$ cat config.mk
export PLATFORM = sky130hd
export DESIGN_NAME = main_local_cluster
export DESIGN_NICKNAME = d
export VERILOG_FILES = /design/src/rtl/main_local_cluster_pkg.sv /design/src/rtl/main_local_cluster_mac.sv /design/src/rtl/main_local_cluster.sv
export SDC_FILE = /design/constraint.sdc
export NUM_CORES = 2
export LEC_CHECK = 0
export CAP_MARGIN = 20
export CORE_MARGIN = 2
export CORE_UTILIZATION = 45
export CTS_BUF_LIST = sky130_fd_sc_hd__clkbuf_4 sky130_fd_sc_hd__clkbuf_8 sky130_fd_sc_hd__clkbuf_16
export DETAILED_ROUTE_END_ITERATION = 7
export PLACE_DENSITY = 0.56
export SYNTH_ARGS = -nofsm -noshare
export SYNTH_HDL_FRONTEND = slang
export SYNTH_SLANG_ARGS = --single-unit
$ cat constraint.sdc
create_clock -name clk -period 22.9 [get_ports clk]
set_clock_uncertainty 0.05 [all_clocks]
set_input_delay 2.29 -clock clk [delete_from_list [all_inputs] [get_ports clk]]
set_output_delay 2.29 -clock clk [all_outputs]
set_load 0.1 [all_outputs]
$ cat src/rtl/main_local_cluster_pkg.sv
// Shared definitions for the single-cluster convolution engine.
// Holds the widths, geometry, GLB base addresses, the control FSM state
// encoding and the common data/address types.
package main_local_cluster_pkg;

    localparam int ADDR_BITWIDTH_GLB  = 6;
    localparam int ADDR_BITWIDTH_SPAD = 6;
    localparam int DATA_BITWIDTH      = 16;
    localparam int ADDR_BITWIDTH      = 6;

    localparam int X_DIM       = 3;    // MAC columns, one output per column
    localparam int Y_DIM       = 3;    // kernel rows folded into each column
    localparam int KERNEL_SIZE = 3;
    localparam int ACT_SIZE    = 5;
    localparam int KSQ         = KERNEL_SIZE * KERNEL_SIZE;
    localparam int ASQ         = ACT_SIZE * ACT_SIZE;
    localparam int OUT_ROWS    = ACT_SIZE - KERNEL_SIZE + 1;
    localparam int GLB_DEPTH   = 2 ** ADDR_BITWIDTH_GLB;

    localparam logic [ADDR_BITWIDTH_GLB-1:0] A_READ_ADDR    = 6'd10;
    localparam logic [ADDR_BITWIDTH_GLB-1:0] W_READ_ADDR    = 6'd0;
    localparam logic [ADDR_BITWIDTH_GLB-1:0] PSUM_READ_ADDR = 6'd0;
    localparam logic [ADDR_BITWIDTH_GLB-1:0] PSUM_LOAD_ADDR = 6'd0;
    localparam logic [ADDR_BITWIDTH_GLB-1:0] PSUM_ADDR      = 6'd40;

    typedef logic [DATA_BITWIDTH-1:0]     data_t;
    typedef logic [ADDR_BITWIDTH_GLB-1:0] glb_addr_t;

    typedef enum logic [2:0] {
        ST_IDLE,
        ST_LOAD_W,
        ST_LOAD_A,
        ST_COMPUTE,
        ST_WRITE
    } state_e;

endpackage

$ cat src/rtl/main_local_cluster_mac.sv
// mac_column: one multiply-accumulate column of the MAC array.
// Ports: clk, reset (async, active-low), clear (zero the accumulator),
//        enable (accumulate wght*iact), wght/iact operands, acc result.
// Arithmetic is unsigned and wraps at the data width.
module mac_column
    import main_local_cluster_pkg::*;
(
    input  logic  clk,
    input  logic  reset,
    input  logic  clear,
    input  logic  enable,
    input  data_t wght,
    input  data_t iact,
    output data_t acc
);

    always_ff @(posedge clk or negedge reset) begin
        if (!reset) begin
            acc <= '0;
        end else if (clear) begin
            acc <= '0;
        end else if (enable) begin
            acc <= acc + wght * iact;
        end
    end

endmodule

$ cat src/rtl/main_local_cluster.sv
// main_local_cluster: 3x3 kernel over a 5x5 activation map, one output row
// per start. Weight/iact GLBs are written from the west port, copied into
// local scratchpads on request, and an X_DIM-column MAC array produces one
// output row which is written into the psum GLB.
// Ports: clk, reset (async, active-low); start; compute_done/load_done status
// levels; iact and weight GLB write ports plus their load enables; psum GLB
// read request/address, live accumulator read request/index; r_data_psum.
module main_local_cluster
    import main_local_cluster_pkg::*;
(
    input  logic                     clk,
    input  logic                     reset,
    input  logic                     start,
    output logic                     compute_done,
    output logic                     load_done,
    input  logic                     write_en_iact,
    input  logic [DATA_BITWIDTH-1:0] w_data_iact,
    input  logic [ADDR_BITWIDTH-1:0] w_addr_iact,
    input  logic                     west_enable_i_west_0_iact,
    input  logic                     write_en_wght,
    input  logic [DATA_BITWIDTH-1:0] w_data_wght,
    input  logic [ADDR_BITWIDTH-1:0] w_addr_wght,
    input  logic                     west_enable_i_west_0_wght,
    input  logic                     west_0_req_read_psum,
    input  logic [ADDR_BITWIDTH-1:0] r_addr_psum,
    input  logic                     west_0_req_read_psum_inter,
    input  logic [ADDR_BITWIDTH-1:0] r_addr_psum_inter,
    output logic [DATA_BITWIDTH-1:0] r_data_psum
);

    data_t wght_glb [GLB_DEPTH];
    data_t iact_glb [GLB_DEPTH];
    data_t psum_glb [GLB_DEPTH];
    data_t wspad    [KSQ];
    data_t aspad    [ASQ];

    state_e      state_reg, state_next;
    logic [4:0]  cnt_reg, cnt_next;
    logic [1:0]  row_reg, row_next;
    logic        load_done_reg, load_done_next;
    logic        compute_done_reg, compute_done_next;
    logic        start_q_reg, wen_q_reg, aen_q_reg;

    logic        start_rise, wen_rise, aen_rise;
    logic        mac_clear, mac_en, psum_we, wspad_we, aspad_we;
    logic [4:0]  kr, kc;
    logic [1:0]  inter_sel;
    data_t       acc    [X_DIM];
    logic [4:0]  a_idx  [X_DIM];
    glb_addr_t   psum_waddr [X_DIM];

    // Control inputs act on their rising edge so a held start or enable
    // produces exactly one operation.
    assign start_rise = start & ~start_q_reg;
    assign wen_rise   = west_enable_i_west_0_wght & ~wen_q_reg;
    assign aen_rise   = west_enable_i_west_0_iact & ~aen_q_reg;

    assign kr = cnt_reg / 5'(KERNEL_SIZE);
    assign kc = cnt_reg % 5'(KERNEL_SIZE);

    assign compute_done = compute_done_reg;
    assign load_done    = load_done_reg;
    assign inter_sel    = 2'(r_addr_psum_inter % 6'(X_DIM));

    always_ff @(posedge clk or negedge reset) begin
        if (!reset) begin
            state_reg        <= ST_IDLE;
            cnt_reg          <= '0;
            row_reg          <= '0;
            load_done_reg    <= 1'b0;
            compute_done_reg <= 1'b0;
            start_q_reg      <= 1'b0;
            wen_q_reg        <= 1'b0;
            aen_q_reg        <= 1'b0;
        end else begin
            state_reg        <= state_next;
            cnt_reg          <= cnt_next;
            row_reg          <= row_next;
            load_done_reg    <= load_done_next;
            compute_done_reg <= compute_done_next;
            start_q_reg      <= start;
            wen_q_reg        <= west_enable_i_west_0_wght;
            aen_q_reg        <= west_enable_i_west_0_iact;
        end
    end

    always_comb begin
        state_next        = state_reg;
        cnt_next          = cnt_reg;
        row_next          = row_reg;
        load_done_next    = load_done_reg;
        compute_done_next = compute_done_reg;
        mac_clear         = 1'b0;
        mac_en            = 1'b0;
        psum_we           = 1'b0;
        wspad_we          = 1'b0;
        aspad_we          = 1'b0;
        case (state_reg)
            ST_IDLE: begin
                cnt_next = '0;
                if (start_rise) begin
                    compute_done_next = 1'b0;
                    mac_clear         = 1'b1;
                    state_next        = ST_COMPUTE;
                end else if (wen_rise) begin
                    load_done_next = 1'b0;
                    state_next     = ST_LOAD_W;
                end else if (aen_rise) begin
                    load_done_next = 1'b0;
                    state_next     = ST_LOAD_A;
                end
            end
            ST_LOAD_W: begin
                wspad_we = 1'b1;
                cnt_next = cnt_reg + 5'd1;
                if (cnt_reg == 5'(KSQ - 1)) begin
                    load_done_next = 1'b1;
                    state_next     = ST_IDLE;
                end
            end
            ST_LOAD_A: begin
                aspad_we = 1'b1;
                cnt_next = cnt_reg + 5'd1;
                if (cnt_reg == 5'(ASQ - 1)) begin
                    load_done_next = 1'b1;
                    state_next     = ST_IDLE;
                end
            end
            ST_COMPUTE: begin
                mac_en   = 1'b1;
                cnt_next = cnt_reg + 5'd1;
                if (cnt_reg == 5'(KSQ - 1)) begin
                    cnt_next   = '0;
                    state_next = ST_WRITE;
                end
            end
            ST_WRITE: begin
                psum_we           = 1'b1;
                compute_done_next = 1'b1;
                row_next          = (row_reg == 2'(OUT_ROWS - 1)) ? 2'd0 : row_reg + 2'd1;
                state_next        = ST_IDLE;
            end
            default: state_next = ST_IDLE;
        endcase
    end

    // Column gi sees the activation window shifted gi positions to the right;
    // all columns share the same weight each cycle.
    generate
        for (genvar gi = 0; gi < X_DIM; gi++) begin : g_col
            assign a_idx[gi]      = 5'((int'(row_reg) + int'(kr)) * ACT_SIZE + gi + int'(kc));
            assign psum_waddr[gi] = PSUM_LOAD_ADDR + 6'(int'(row_reg) * X_DIM + gi);

            mac_column u_mac (
                .clk    (clk),
                .reset  (reset),
                .clear  (mac_clear),
                .enable (mac_en),
                .wght   (wspad[cnt_reg]),
                .iact   (aspad[a_idx[gi]]),
                .acc    (acc[gi])
            );
        end
    endgenerate

    // Storage arrays carry no reset; their contents are undefined after reset.
    always_ff @(posedge clk) begin
        if (write_en_wght) begin
            wght_glb[w_addr_wght] <= w_data_wght;
        end
        if (write_en_iact) begin
            iact_glb[w_addr_iact] <= w_data_iact;
        end
        if (wspad_we) begin
            wspad[cnt_reg] <= wght_glb[W_READ_ADDR + 6'(cnt_reg)];
        end
        if (aspad_we) begin
            aspad[cnt_reg] <= iact_glb[A_READ_ADDR + 6'(cnt_reg)];
        end
        if (psum_we) begin
            for (int c = 0; c < X_DIM; c++) begin
                if (psum_waddr[c] < PSUM_ADDR) begin
                    psum_glb[psum_waddr[c]] <= acc[c];
                end
            end
        end
    end

    // Registered read port; a psum write in the same cycle is seen next read.
    always_ff @(posedge clk or negedge reset) begin
        if (!reset) begin
            r_data_psum <= '0;
        end else if (west_0_req_read_psum) begin
            r_data_psum <= psum_glb[PSUM_READ_ADDR + r_addr_psum];
        end else if (west_0_req_read_psum_inter) begin
            r_data_psum <= acc[inter_sel];
        end
    end

endmodule

Word-level counts from Yosys, hierarchy flattened

Memories as Yosys holds them, arrays and structs flattened.
Index checks and enable logic that the tools add are counted.

Input port bits: 65
Memory bits (read-only): 0
Memory bits (writable): 3,616
Output and inout bits: 18
Register bits after elaboration: 79
Memories kept: 5
Word-level logic and storage cells: 126
Bits in latches: 0

Shift-type cells: 0
$mul: 5
Divide/modulo/power cells: 3
Mux-type cells: 52
Reduce and logical (&&, ||, !) cells: 10
Add/sub/neg operators: 14
Magnitude comparators: 4
Eq/ne operators: 14
Bitwise gates (word level): 7

Memory list:

| memory   | depth | width | rd ports | clocked after memory_dff | wr ports | RTL line                 | text |
|---|---|---|---|---|---|---|---|
| iact_glb | 64    | 16    | 1        | 0                        | 1        | main_local_cluster.sv:32 | `data_t iact_glb [GLB_DEPTH];` |
| psum_glb | 64    | 16    | 1        | 0                        | 3        | main_local_cluster.sv:33 | `data_t psum_glb [GLB_DEPTH];` |
| wght_glb | 64    | 16    | 1        | 0                        | 1        | main_local_cluster.sv:31 | `data_t wght_glb [GLB_DEPTH];` |
| aspad    | 25    | 16    | 3        | 0                        | 1        | main_local_cluster.sv:35 | `data_t aspad [ASQ];` |
| wspad    | 9     | 16    | 1        | 0                        | 1        | main_local_cluster.sv:34 | `data_t wspad [KSQ];` |

Operators by type and width:

| operator              | count |
|---|---|
| $mux W16              | 10 |
| $add A16 B16 Y16      | 3 |
| $mul A16 B16 Y16      | 3 |
| $bmux W16 S2          | 1 |
| $mux W1               | 29 |
| $mux W3               | 6 |
| $add A5 B5 Y5         | 3 |
| $pmux W5 S3           | 1 |
| $pmux W3 S4           | 1 |
| $add A5 B1 Y5 const B | 2 |
| $ne A2 B2 Y1 const B  | 5 |
| $add A2 B5 Y6         | 1 |
| $add A4 B5 Y6 const A | 1 |
| $add A6 B2 Y6 const B | 1 |
| $eq A3 B2 Y1 const B  | 2 |
| $lt A4 B6 Y1 const B  | 1 |
| $lt A5 B6 Y1 const B  | 1 |
| $lt A6 B6 Y1 const B  | 1 |
| $mod A6 B2 Y6 const B | 1 |
| $mul A6 B3 Y5 const B | 1 |
| $reduce_bool A2 Y1    | 3 |
| $reduce_bool A3 Y1    | 2 |
| $add A4 B2 Y5 const B | 1 |
| $add A5 B2 Y5 const B | 1 |
| 24 further kinds      | 28 |

Depth between registers and ports, before layout

An unclocked memory read counts as a cell.

Depth after elaboration: 10
Mapped depth: 57
Depth with buffers taken out: 50

By module

Synthesis repeated with hierarchy kept, for this count alone.

Cell total of the unflattened synthesis: 8,006
Area total of the unflattened synthesis: 131,457.3 µm²

Modules (own cells, without submodules):

| module                          | area an instance (µm²) | sequential area each (µm²) | cells each | instances |
|---|---|---|---|---|
| main_local_cluster              | 116,165.2              | 78,610.4                   | 6,225      | 1 |
| mac_column (g_col[1].u_mac ...) | 5,094.9                | 400.4                      | 594        | 2 |
| mac_column (g_col[0].u_mac)     | 5,102.4                | 400.4                      | 593        | 1 |

Least setup slack after synthesis

Ideal clock, no wire load.

Path kind: register to register
From: reg cnt_reg[0]
To: reg g_col[1].u_mac.acc[15]
Setup slack: 9.610 ns
Setup time: 0.083 ns
Path buffers: 9
Data required time: 22.767 ns
Clock period less this slack: 13.290 ns
Arrival time: 13.157 ns
Stages on the path, launching flop included: 50
Cells stage by stage: dfrtp_1 -> buf_1 -> clkbuf_1 -> inv_1 -> ha_1 -> nor3_1 -> o211ai_1 -> nand2_1 -> ha_1 -> nand2b_1 -> a311oi_1 -> nor3b_1 -> o21a_4 -> and3_1 -> inv_1 -> ha_1 -> or3_1 -> fa_1 -> (+14 left out) -> fa_1 -> fa_1 -> fa_1 -> inv_1 -> fa_1 -> inv_1 -> fa_1 -> inv_1 -> ha_1 -> inv_1 -> o21bai_1 -> a21oi_1 -> o21ai_0 -> xnor2_1 -> xnor2_1 -> xnor2_1 -> xnor3_1 -> o22ai_1

Longest elaborated chain between the ends: 10
Elaborated cells on any way between the ends: 12
Classes of those cells: add/sub: 4; mul: 2; div: 2; mux: 2; memory: 2

Ends and longest elaborated chain:

| what                   | RTL line                     | text |
|---|---|---|
| start, declared        | main_local_cluster.sv:38     | `logic [4:0] cnt_reg, cnt_next;` |
| start signal, assigned | main_local_cluster.sv:77     | `cnt_reg <= cnt_next;` |
| $div A5 B2 Y5          | main_local_cluster.sv:58     | `assign kr = cnt_reg / 5'(KERNEL_SIZE);` |
| $add A2 B5 Y6          | main_local_cluster.sv:151    | `assign a_idx[gi] = 5'((int'(row_reg) + int'(kr)) * ACT_SIZE + gi + int'(kc));` |
| $mul A6 B3 Y5          | main_local_cluster.sv:151    |  |
| $add A5 B1 Y5          | main_local_cluster.sv:151    |  |
| $add A5 B5 Y5          | main_local_cluster.sv:151    |  |
| $mem_v2 Z25 W16        | n/a                          |  |
| $mul A16 B16 Y16 (*)   | main_local_cluster_mac.sv:23 | `acc <= acc + wght * iact;` |
| $add A16 B16 Y16 (*)   | main_local_cluster_mac.sv:23 |  |
| $mux W16 (*)           | main_local_cluster_mac.sv:22 | `end else if (enable) begin` |
| $mux W16 (*)           | main_local_cluster_mac.sv:20 | `end else if (clear) begin` |
| end signal, assigned   | main_local_cluster_mac.sv:23 |  |
| end, declared          | main_local_cluster_mac.sv:14 | `output data_t acc` |

Every way passes the cells marked *; elsewhere a longest branch is shown, timed or not. The select of a mux whose other input is x is not followed.
A chain may end at the register's enable or synchronous reset.

Worst setup path after layout

From: reg cnt_reg[0]
To: reg g_col[0].u_mac.acc[15]

Longest elaborated chain between the ends: 9
Elaborated cells on any way between the ends: 11
Classes of those cells: add/sub: 3; mul: 2; div: 2; mux: 2; memory: 2

Ends and longest elaborated chain:

| what                 | RTL line |
|---|---|
| $div A5 B2 Y5        | main_local_cluster.sv:58 |
| $add A2 B5 Y6        | main_local_cluster.sv:151 |
| $mul A6 B3 Y5        | main_local_cluster.sv:151 |
| $add A5 B5 Y5        | main_local_cluster.sv:151 |
| $mem_v2 Z25 W16      | n/a |
| $mul A16 B16 Y16 (*) | main_local_cluster_mac.sv:23 |
| $add A16 B16 Y16 (*) | main_local_cluster_mac.sv:23 |
| $mux W16 (*)         | main_local_cluster_mac.sv:22 |
| $mux W16 (*)         | main_local_cluster_mac.sv:20 |
| end signal, assigned | main_local_cluster_mac.sv:23 |
| end, declared        | main_local_cluster_mac.sv:14 |

Marked as above.

==> reports/metrics.cfg <==
[clock_network]
post-cts-setup-buffers = 0
clk_latency_ps = 920
clk_root_buffer_cell = clkbuf_16
post_cts_resized = 0
path_clk_slew_ps = 60
numCtsBuffers = 293
hold_buffers = 0
cts_sinks = 2671
cts_tree = yes
clk_path_buf_depth = 4
h-tree-depth = 5

[sta]
setup_viol = 0
drv_slew = 0
fin_crit_sh_pct = 66.8
timing.fmax_ghz = 0.0654
min_period_ps = 15290
relSlewSlack_pct = 20.8
worst_pin_slew_ps = 1160
grt_setup_unrepaired = false
finalSetupTns_ps = 0
hold_viol_final = 0

[detailed_routing]
vias = 74200
drc = 0
wl_per_cell_um = 29.5
drtPass1Iterations = 6
routed_via_density = 5.99
ant_nets = 0
wl_mm = 366
dr.first_iter.drc_count = 8162

[critical_path]
r2r-start = cnt_reg[0]
crit_type = reg -> reg
setup.worst_path.end = g_col[0].u_mac.acc[15]
crit_required_ps = 23630
cp-end-kind = register
cp_slowest_stage_delay_ps = 940
crit_slowest_cell = dfrtp_4
cp_common_cell = fa_1
setup.worst_path.start = cnt_reg[0]
reg2reg_depth = 47
r2r_setup_slack_ps = 7610
cp_data_arrival_time_ps = 16020
startpoint_type = register
crit_path_max_fanout = 50
r2r-end = g_col[0].u_mac.acc[15]

[floorplan]
die_area_mm2 = 0.295
die_h_um = 543
die_w_um = 543
core_mm2 = 0.290
io_pins = 83
start_util_pct = 45.1
rows = 198

[yosys]
ys_types = 80
yosysWarnings = 0
synthesis.area_mm2 = 0.131
ys_seq_elements = 2671
yosysSeqAreaShare_pct = 61.0
synth_top_area_cell = edfxtp_1
syn-num-nets = 8721
synth_area_leaders = edfxtp_1, mux4_2, fa_1, nand2_1, ha_1
synthCells = 8183
synth.most_common_cell = edfxtp_1
async_flop_share_pct = 2.96
synth_edf_count = 2592
synthTopCellsByCount = edfxtp_1, mux4_2, nand2_1, nor2_1, clkbuf_1
syn_area_per_cell_um2 = 16.0
yosysTopAreaCellShare_pct = 59.4
synthFlopType = edfxtp_1

[grt]
grt_usage_pct = 24.8
overflow = 0
grt_max_degree = 123
grt_pass1_wl_mm = 528
grt_pass1_vias = 75400
antenna_found_initial = 24

[finish]
largest_reg_flops = 1024
largest-register = iact_glb
layout-drive-gt1-share_pct = 26.1
nNetsFinal = 8789
area_growth_pct = 12.4
final_cell_area_mm2 = 0.147

[placed_design]
dp_hpwl_mm = 218
io_buffers = 81
place_congestion = 0.836
placed_area_mm2 = 0.137

[hold_path]
hp-class = reg -> reg

[run_status]
status = completed

[job]
cap_violations = 0

## layout by cell type (no fill, tap or decap), types with 18 or more instances in the layout
master	Yosys	layout
clkdlybuf4s50_1	0	59
buf_12	0	19
a21oi_1	248	225
nor2_2	1	134
buf_2	40	18
or2_2	53	53
ha_1	187	185
o21bai_1	21	21
o21ai_0	360	347
mux2_2	117	117
o22ai_1	25	23
edfxtp_1	2592	2592
clkinv_2	0	34
a22o_1	19	19
o211ai_1	26	26
a211oi_1	31	31
clkbuf_16	0	301
clkinv_1	14	83
a31oi_1	61	60
nand2b_1	53	53
and2_1	26	25
nand2_1	661	657
nor2b_1	50	50
nor2_1	575	438
nor3_1	26	22
mux2i_1	188	182
clkbuf_4	0	85
nand3_1	32	31
mux4_2	987	987
xnor2_1	103	97
dfrtp_1	79	74
a22oi_1	20	20
inv_1	506	506
fa_1	286	284
xor2_1	21	18
buf_4	3	300
## how the worst min path moves through the flow
stage,depth (start not counted),end,startpoint,slack (ps)
floorplan,1,psum_glb[31][1],g_col[1].u_mac.acc[1],470
CTS,2,load_done,load_done,490
detailed placement,2,load_done,load_done,480
global placement,2,load_done,load_done,480
global route,2,load_done,load_done,520
finish,2,load_done,load_done,490
## cell families after synthesis
kind of cell	Yosys count	share of synthesized area, %
AOI/OAI and AO/OA	893	3.95
adders and majority gates	474	6.17
buffers and inverters	1176	3.44
and+or+nand+nor	1535	4.94
muxes	1298	19.5
xor gates and xnor gates	136	1.04
DFF	2671	61.0
## per-layer routing
metal	GRT usage (%)	wire length [um]	part of all wire [%]	vias to the layer above
met4	6.67	9770	2.7	28
met2	40.3	176000	48	3177
met3	4.15	29900	8.2	564
li1	-	-	-	31300
met1	34.8	150000	41	39100
met5	0	182	0.050	-
## cell type report
cell class | instances | area [um^2]
sequential | 2671 | 79800
inverter | 521 | 1960
clock buffer | 386 | 8150
multi-input combinational | 4336 | 47400
timing repair buffer | 428 | 3960
tap | 3900 | 4880
clock inverter | 136 | 963
antenna | 8 | 20.0
fill | 23800 | 143000
## stage by stage
stage	hold WS (ps)	worst slack (ps)	util (%)	instances
after detailed placement	477	7520	47.3	11800
after global placement	477	7610	47.3	11800
after CTS	490	7470	50.5	12300
final	491	7610	50.7	12400
after global routing	522	6730	50.7	12400
after floorplan	474	9610	-	8183
## critical path, delay by kind of cell, from the launching register on
family,cells,cell delay [ps]
xor+xnor,6,1640
simple gates,8,1770
mux,4,1750
buf+inv,8,1900
flops,1,940
fa+ha+maj,13,5520
compound gates,8,1510
Power is not shown: default switching activity piles up to over one toggle a cycle in this logic, so the estimate is an artifact.
